--- src/rtl/vga_timing_gen.sv ---
// vga_timing_gen: VGA raster timing (640x480@60 Hz by default) from the 50 MHz
// system clock. A pixel enable toggles every Clk. The raster counters advance
// on edges where that enable is high.
// Sync and blank are decoded from the next-state counters and registered, so
// they line up with DrawX/DrawY in the same cycle.
module vga_timing_gen #(
  parameter int H_VISIBLE = 640,
  parameter int H_FRONT   = 16,
  parameter int H_SYNC    = 96,
  parameter int H_BACK    = 48,
  parameter int V_VISIBLE = 480,
  parameter int V_FRONT   = 10,
  parameter int V_SYNC    = 2,
  parameter int V_BACK    = 33
) (
  input  logic        Clk,
  input  logic        Reset,
  output logic        pix_en,
  output logic        hs,
  output logic        vs,
  output logic        blank_n,
  output logic [9:0]  DrawX,
  output logic [9:0]  DrawY,
  output logic        frame_clk,
  output logic        frame_start,
  output logic [15:0] frame_count
);

  localparam int H_TOTAL = H_VISIBLE + H_FRONT + H_SYNC + H_BACK;
  localparam int V_TOTAL = V_VISIBLE + V_FRONT + V_SYNC + V_BACK;

  localparam logic [9:0] H_LAST   = 10'(H_TOTAL - 1);
  localparam logic [9:0] V_LAST   = 10'(V_TOTAL - 1);
  localparam logic [9:0] H_VIS    = 10'(H_VISIBLE);
  localparam logic [9:0] V_VIS    = 10'(V_VISIBLE);
  localparam logic [9:0] HS_FIRST = 10'(H_VISIBLE + H_FRONT);
  localparam logic [9:0] HS_LAST  = 10'(H_VISIBLE + H_FRONT + H_SYNC - 1);
  localparam logic [9:0] VS_FIRST = 10'(V_VISIBLE + V_FRONT);
  localparam logic [9:0] VS_LAST  = 10'(V_VISIBLE + V_FRONT + V_SYNC - 1);

  logic        pix_en_q;
  logic [9:0]  x_q, x_d;
  logic [9:0]  y_q, y_d;
  logic        hs_q, hs_d;
  logic        vs_q, vs_d;
  logic        blank_n_q, blank_n_d;
  logic        frame_start_q, frame_start_d;
  logic [15:0] frame_count_q, frame_count_d;
  logic        x_wrap, y_wrap;

  // Next raster position, and the sync/blank decode of that position.
  always_comb begin
    x_wrap = (x_q == H_LAST);
    y_wrap = (y_q == V_LAST);
    x_d    = x_q;
    y_d    = y_q;
    if (pix_en_q) begin
      if (x_wrap) begin
        x_d = 10'd0;
        y_d = y_wrap ? 10'd0 : y_q + 10'd1;
      end else begin
        x_d = x_q + 10'd1;
      end
    end
    hs_d          = !((x_d >= HS_FIRST) && (x_d <= HS_LAST));
    vs_d          = !((y_d >= VS_FIRST) && (y_d <= VS_LAST));
    blank_n_d     = (x_d < H_VIS) && (y_d < V_VIS);
    // Only a real wrap from the last pixel counts; reset to (0,0) does not.
    frame_start_d = pix_en_q && x_wrap && y_wrap;
    frame_count_d = frame_count_q + {15'd0, frame_start_d};
  end

  // State registers with synchronous reset to the top-left, syncs inactive.
  always_ff @(posedge Clk) begin
    if (Reset) begin
      pix_en_q      <= 1'b0;
      x_q           <= 10'd0;
      y_q           <= 10'd0;
      hs_q          <= 1'b1;
      vs_q          <= 1'b1;
      blank_n_q     <= 1'b1;
      frame_start_q <= 1'b0;
      frame_count_q <= 16'd0;
    end else begin
      pix_en_q      <= ~pix_en_q;
      x_q           <= x_d;
      y_q           <= y_d;
      hs_q          <= hs_d;
      vs_q          <= vs_d;
      blank_n_q     <= blank_n_d;
      frame_start_q <= frame_start_d;
      frame_count_q <= frame_count_d;
    end
  end

  assign pix_en      = pix_en_q;
  assign DrawX       = x_q;
  assign DrawY       = y_q;
  assign hs          = hs_q;
  assign vs          = vs_q;
  assign frame_clk   = vs_q;
  assign blank_n     = blank_n_q;
  assign frame_start = frame_start_q;
  assign frame_count = frame_count_q;

endmodule

--- config.mk ---
export PLATFORM = sky130hd
export DESIGN_NAME = vga_timing_gen
export DESIGN_NICKNAME = d
export VERILOG_FILES = /design/src/rtl/vga_timing_gen.sv
export SDC_FILE = /design/constraint.sdc
export NUM_CORES = 1
export LEC_CHECK = 0
export BUFFER_PORTS_ARGS = -buffer_cell sky130_fd_sc_hd__buf_4
export CORE_UTILIZATION = 57
export CTS_BUF_LIST = sky130_fd_sc_hd__clkbuf_4 sky130_fd_sc_hd__clkbuf_8 sky130_fd_sc_hd__clkbuf_16
export CTS_CLUSTER_DIAMETER = 150
export DETAILED_ROUTE_END_ITERATION = 16
export PLACE_DENSITY = 0.83
export SKIP_LAST_GASP = 1
export SYNTH_ARGS = -nofsm -noshare
export SYNTH_HDL_FRONTEND = slang
export SYNTH_SLANG_ARGS = --single-unit
--- constraint.sdc ---
create_clock -name Clk -period 7.4 [get_ports Clk]
set_input_delay 1.48 -clock Clk [delete_from_list [all_inputs] [get_ports Clk]]
set_output_delay 1.48 -clock Clk [all_outputs]
set_load 0.05 [all_outputs]
======== Word-level counts from Yosys, hierarchy flattened ========
Cells that the tools add are included.
cells by class
  add/subtract/negate cells ............... 3
  $lt $le $gt $ge ......................... 6
  equal/unequal tests ..................... 2
  mux-type cells .......................... 5
  bitwise gates (word level) .............. 1
  reduce and logical (&&, ||, !) cells .... 7
operator list
  operator                                                                           number
  10-bit 2-to-1 mux                                                                  5
  10-bit by 1-bit adder with 10-bit output, second input constant                    2
  10-bit == test, second input constant                                              2
  16-bit by 1-bit adder with 16-bit output                                           1
  10-bit >= comparator, second input constant                                        1
  10-bit by 9-bit >= comparator with 1-bit output, second input constant             1
  10-bit less-or-equal comparator, second input constant                             1
  10-bit by 9-bit less-or-equal comparator with 1-bit output, second input constant  1
  10-bit less-than comparator, second input constant                                 1
  10-bit by 9-bit less-than comparator with 1-bit output, second input constant      1
  1-bit logical AND                                                                  5
  1-bit logical NOT                                                                  2
  1-bit inverter                                                                     1
word-level totals
  flip-flop bits (word level) ............. 41
  input port bits ......................... 2
  output and inout bits ................... 42

======== Depth between registers and ports, before layout ========
  word-level depth ........................ 7
  mapped depth ............................ 14
  mapped depth without buffers ............ 14

======== Worst setup path before layout ========
No wires, ideal clock.
  path type ............................... register -> register
  start ................................... register x_q[8] (netlist: DrawX[8])
  end ..................................... register frame_count_q[14] (netlist: frame_count[14])
  data arrival time ....................... 2992 ps
  path slack .............................. 4281 ps
  stages on the path, launching flop included .. 14
  path buffers ............................ 2
  period minus slack after synthesis ...... 3119 ps
  path through ............................ dfxtp_1 -> or3b_1 -> buf_2 -> or3_1 -> buf_2 -> nor2_1 -> ha_1 -> ha_1 -> and3_1 -> nand4_1 -> nor2_1 -> nand4_1 -> xor2_1 -> nor2_1
between the ends
  longest elaborated chain between the ends .. 4
RTL lines
  element                                   line  RTL
  start, declared                           42    logic [9:0] x_q, x_d;
  start signal, assigned                    77    x_q <= 10'd0;
  start signal, assigned                    86    x_q <= x_d;
  10-bit == test                            53    x_wrap = (x_q == H_LAST);
  1-bit logical AND (2 in series)           69    frame_start_d = pix_en_q && x_wrap && y_wrap;
  net frame_start_d                         47    logic frame_start_q, frame_start_d;
  16-bit by 1-bit adder with 16-bit output  70    frame_count_d = frame_count_q + {15'd0, frame_start_d};
  end signal, assigned                      92    frame_count_q <= frame_count_d;
  end, declared                             48    logic [15:0] frame_count_q, frame_count_d;
The timed path passes the listed nets, and every way through them passes these cells.
A chain may end at the register's enable or synchronous reset.

======== Worst setup path in the final report ========
  start ................................... register x_q[0] (netlist: DrawX[0])
  end ..................................... register frame_count_q[14] (netlist: frame_count[14])
The elaborated chain is that of the path after synthesis.

==> flow_metrics.py <==
metrics = {
    "synth": {
        "synth_area_um2": 1964,
        "synthFlopType": "dfxtp_1",
        "syn_inst": 232,
        "avgSynthCellArea_um2": 8.467,
        "synth_top_area_cell": "dfxtp_1",
        "synth-seq-area-share": 0.4178,
        "ys_ff_latch": 41,
        "synth_warnings": 0,
        "yosys-top-cells-area": "dfxtp_1, xor2_1, nor2_1",
        "ys_types": 40,
        "synth.top_cell.area_share": 0.4178,
        "synth_edf_count": 0,
        "async_reset_ff_frac": 0,
        "syn-num-nets": 239,
    },
    "drt": {
        "drc": 0,
        "ant_nets": 0,
        "vias_per_cell": 5.547,
        "detail_route.iter0.violations": 91,
        "routed_wl_um": 4067,
        "dr.pass1.iters": 4,
        "num_vias": 1753,
        "wl_per_cell_um": 12.87,
    },
    "sta": {
        "finalSetupViolCount": 0,
        "rsz0062_at_grt": "false",
        "slew_headroom": 0.4381,
        "finalMaxSlewViolations": 0,
        "clock_skew_ps": 8.830,
        "finalCritPeriodShare": 0.4244,
        "fmax_mhz": 318.4,
        "fin_ws_ps": 4259,
        "tightestPinTransition_ps": 831.6,
        "setup_tns_ps": 0,
        "finalHoldViolCount": 0,
        "period_minus_slack_ps": 3141,
        "holdWs_ps": 513.5,
    },
    "min_path": {
        "min_from": "DrawX[1]$_SDFF_PP0_",
        "hold_depth": 2,
        "holdPathEnd": "DrawX[1]$_SDFF_PP0_",
        "worstHoldPathType": "reg2reg",
    },
    "place": {
        "post-dp-hpwl_um": 2904,
        "port_buffers": 43,
        "gp_congestion": 0.8111,
        "place_ws_ps": 4287,
    },
    "cells_and_area": {
        "final_nets": 278,
        "final_util": 0.7452,
        "multi_input_area_um2": 1074,
        "area_delta_synth_final_pct": 19.62,
        "antenna_cells": 0,
        "nFillCells": 259,
        "final_layout_size_suffix_gt1_frac": 0.2096,
        "seqCellArea_um2": 820.8,
    },
    "grt": {
        "grt_pass1_wl_um": 6561,
        "grt_pass1_vias": 1505,
        "grt_max_degree": 43,
        "grt_overflow_total": 0,
        "track_usage": 0.2427,
        "antenna_found_initial": 0,
    },
    "clock_tree": {
        "hold_buffers": 0,
        "ctsResizeCount": 0,
        "clk_path_buf_depth": 2,
        "cts-htree-levels": 2,
        "cts_root_buf": "clkbuf_4",
        "clock_sinks": 41,
        "postCtsSetupBuffers": 0,
        "cts_tree": "done",
        "clk_pin_slew_worst_paths_ps": 120,
        "clkLatencyLatePin_ps": 360,
        "cts_made_buffers": 5,
    },
    "worst_setup_path": {
        "crit_type": "reg2reg",
        "crit_arrival_ps": 3390,
        "critical_path.max_fanout": 15,
        "reg2reg_depth": 12,
        "startpoint": "DrawX[0]$_SDFF_PP0_",
        "cp_data_required_time_ps": 7650,
        "setup.worst_path.end_class": "register",
        "timing.rr.start": "DrawX[0]$_SDFF_PP0_",
        "start_kind": "register",
        "reg2reg_to": "frame_count[14]$_SDFF_PP0_",
        "regToRegSetupSlack_ps": 4260,
    },
    "pwr": {
        "power.density_nw_per_um2": 148.1,
        "vdd_drop_max_v": 0.0001111,
        "p_leak_nw": 0.9104,
    },
    "floorplan": {
        "rows": 20,
        "die_h_um": 60.71,
        "core-area_um2": 3153,
        "initial_core_util": 0.6230,
        "die-area_um2": 3685,
        "die_x_um": 60.71,
        "ios": 44,
    },
    "job": {
        "maxCapViolCount": 0,
    },
    "status": {
        "status": "finished, final reports clean",
    },
}
cell usage in the layout, fill, tap and decap left out, types with 7 or more instances in the layout:
| master | instances |
|---|---|
| xor2_1 | 15 |
| nand4_1 | 12 |
| nor2_1 | 34 |
| nand3_1 | 13 |
| a21oi_1 | 9 |
| xnor2_1 | 10 |
| nor3_1 | 14 |
| nand2_1 | 15 |
| dfxtp_1 | 41 |
| buf_4 | 43 |
| nor2b_1 | 7 |
power by group:
part	leakage (nW)	total (mW)	switching [mW]	internal, mW
combinational	0.549	0.0117	0.00856	0.00310
clock	0.0310	0.112	0.0767	0.0358
sequential	0.331	0.224	0.00204	0.222
layer usage:
layer | vias up | share of wire | global-route usage
li1 | 889 | - | -
met3 | 5 | 0.054 | 0.03838
met1 | 810 | 0.45 | 0.3081
met2 | 49 | 0.48 | 0.3956
met4 | 0 | 0.015 | 0.1331
met5 | - | 0 | 0
cell usage after synthesis (2+ instances only):
library cell	instances
nor3_1	14
dfxtp_1	41
ha_1	5
nand3_1	13
nor2_1	34
nand2b_1	2
a31oi_1	3
or4_1	2
nor4b_1	2
inv_1	6
a21oi_1	9
xnor2_1	10
nor4_1	4
o211ai_1	2
nand4_1	12
clkbuf_1	8
xor2_1	15
buf_2	2
o21ai_0	3
nor2b_1	7
and3_1	4
nor3b_1	2
nand2_1	15
flip-flops by register name (all words and copies together), names as in the netlist:
register / cells
pix_en: 1
frame_clk: 1
frame_start: 1
frame_count: 16
DrawX: 10
blank_n: 1
DrawY: 10
hs: 1
how the worst max path moves through the flow:
stage                                 endpoint  slack (ps)  depth (start not counted)
floorplan           frame_count[14]$_SDFF_PP0_        4280                         13
global placement    frame_count[14]$_SDFF_PP0_        4450                         11
detailed placement  frame_count[14]$_SDFF_PP0_        4290                         11
CTS                 frame_count[14]$_SDFF_PP0_        4260                         11
global route        frame_count[14]$_SDFF_PP0_        3960                         11
finish              frame_count[14]$_SDFF_PP0_        4260                         12
area by class of cell:
| type | instances | area share |
|---|---|---|
| tap | 44 | 0.02343 |
| inverter | 6 | 0.009585 |
| clock inverter | 3 | 0.007455 |
| timing repair buffer | 43 | 0.1374 |
| clock buffer | 5 | 0.01597 |
| multi-input combinational | 174 | 0.4569 |
| sequential | 41 | 0.3493 |
worst max-delay path, cell delays in order, from the launching register on:
cell and delay [ps]:
dfxtp_1 430, ha_1 270, nand3_1 130, or3_1 610, nor2_1 300, ha_1 220
ha_1 210, and3_1 170, nand4_1 160, nor2_1 170, nand4_1 130, xor2_1 170
nor2_1 50
per-stage QoR:
step / cells / cell area (um2) / power, mW
after floorplan: 232 / 1964 / 0.2371
after global placement: 308 / 2295 / 0.2403
after detailed placement: 308 / 2295 / 0.2405
after CTS: 316 / 2350 / 0.3512
after global routing: 316 / 2350 / 0.3590
final: 316 / 2350 / 0.3480
cells by family after synthesis:
family | Yosys count | synth area share
AO/OA/AOI/OAI | 21 | 0.06497
XOR/XNOR | 25 | 0.1115
AND/OR/NAND/NOR | 122 | 0.3325
flip-flops | 41 | 0.4178
buffers and inverters | 17 | 0.03567
multiplexers | 1 | 0.005732
adder cells (fa/ha/maj) | 5 | 0.03185
(Power assumes the default switching activity.)
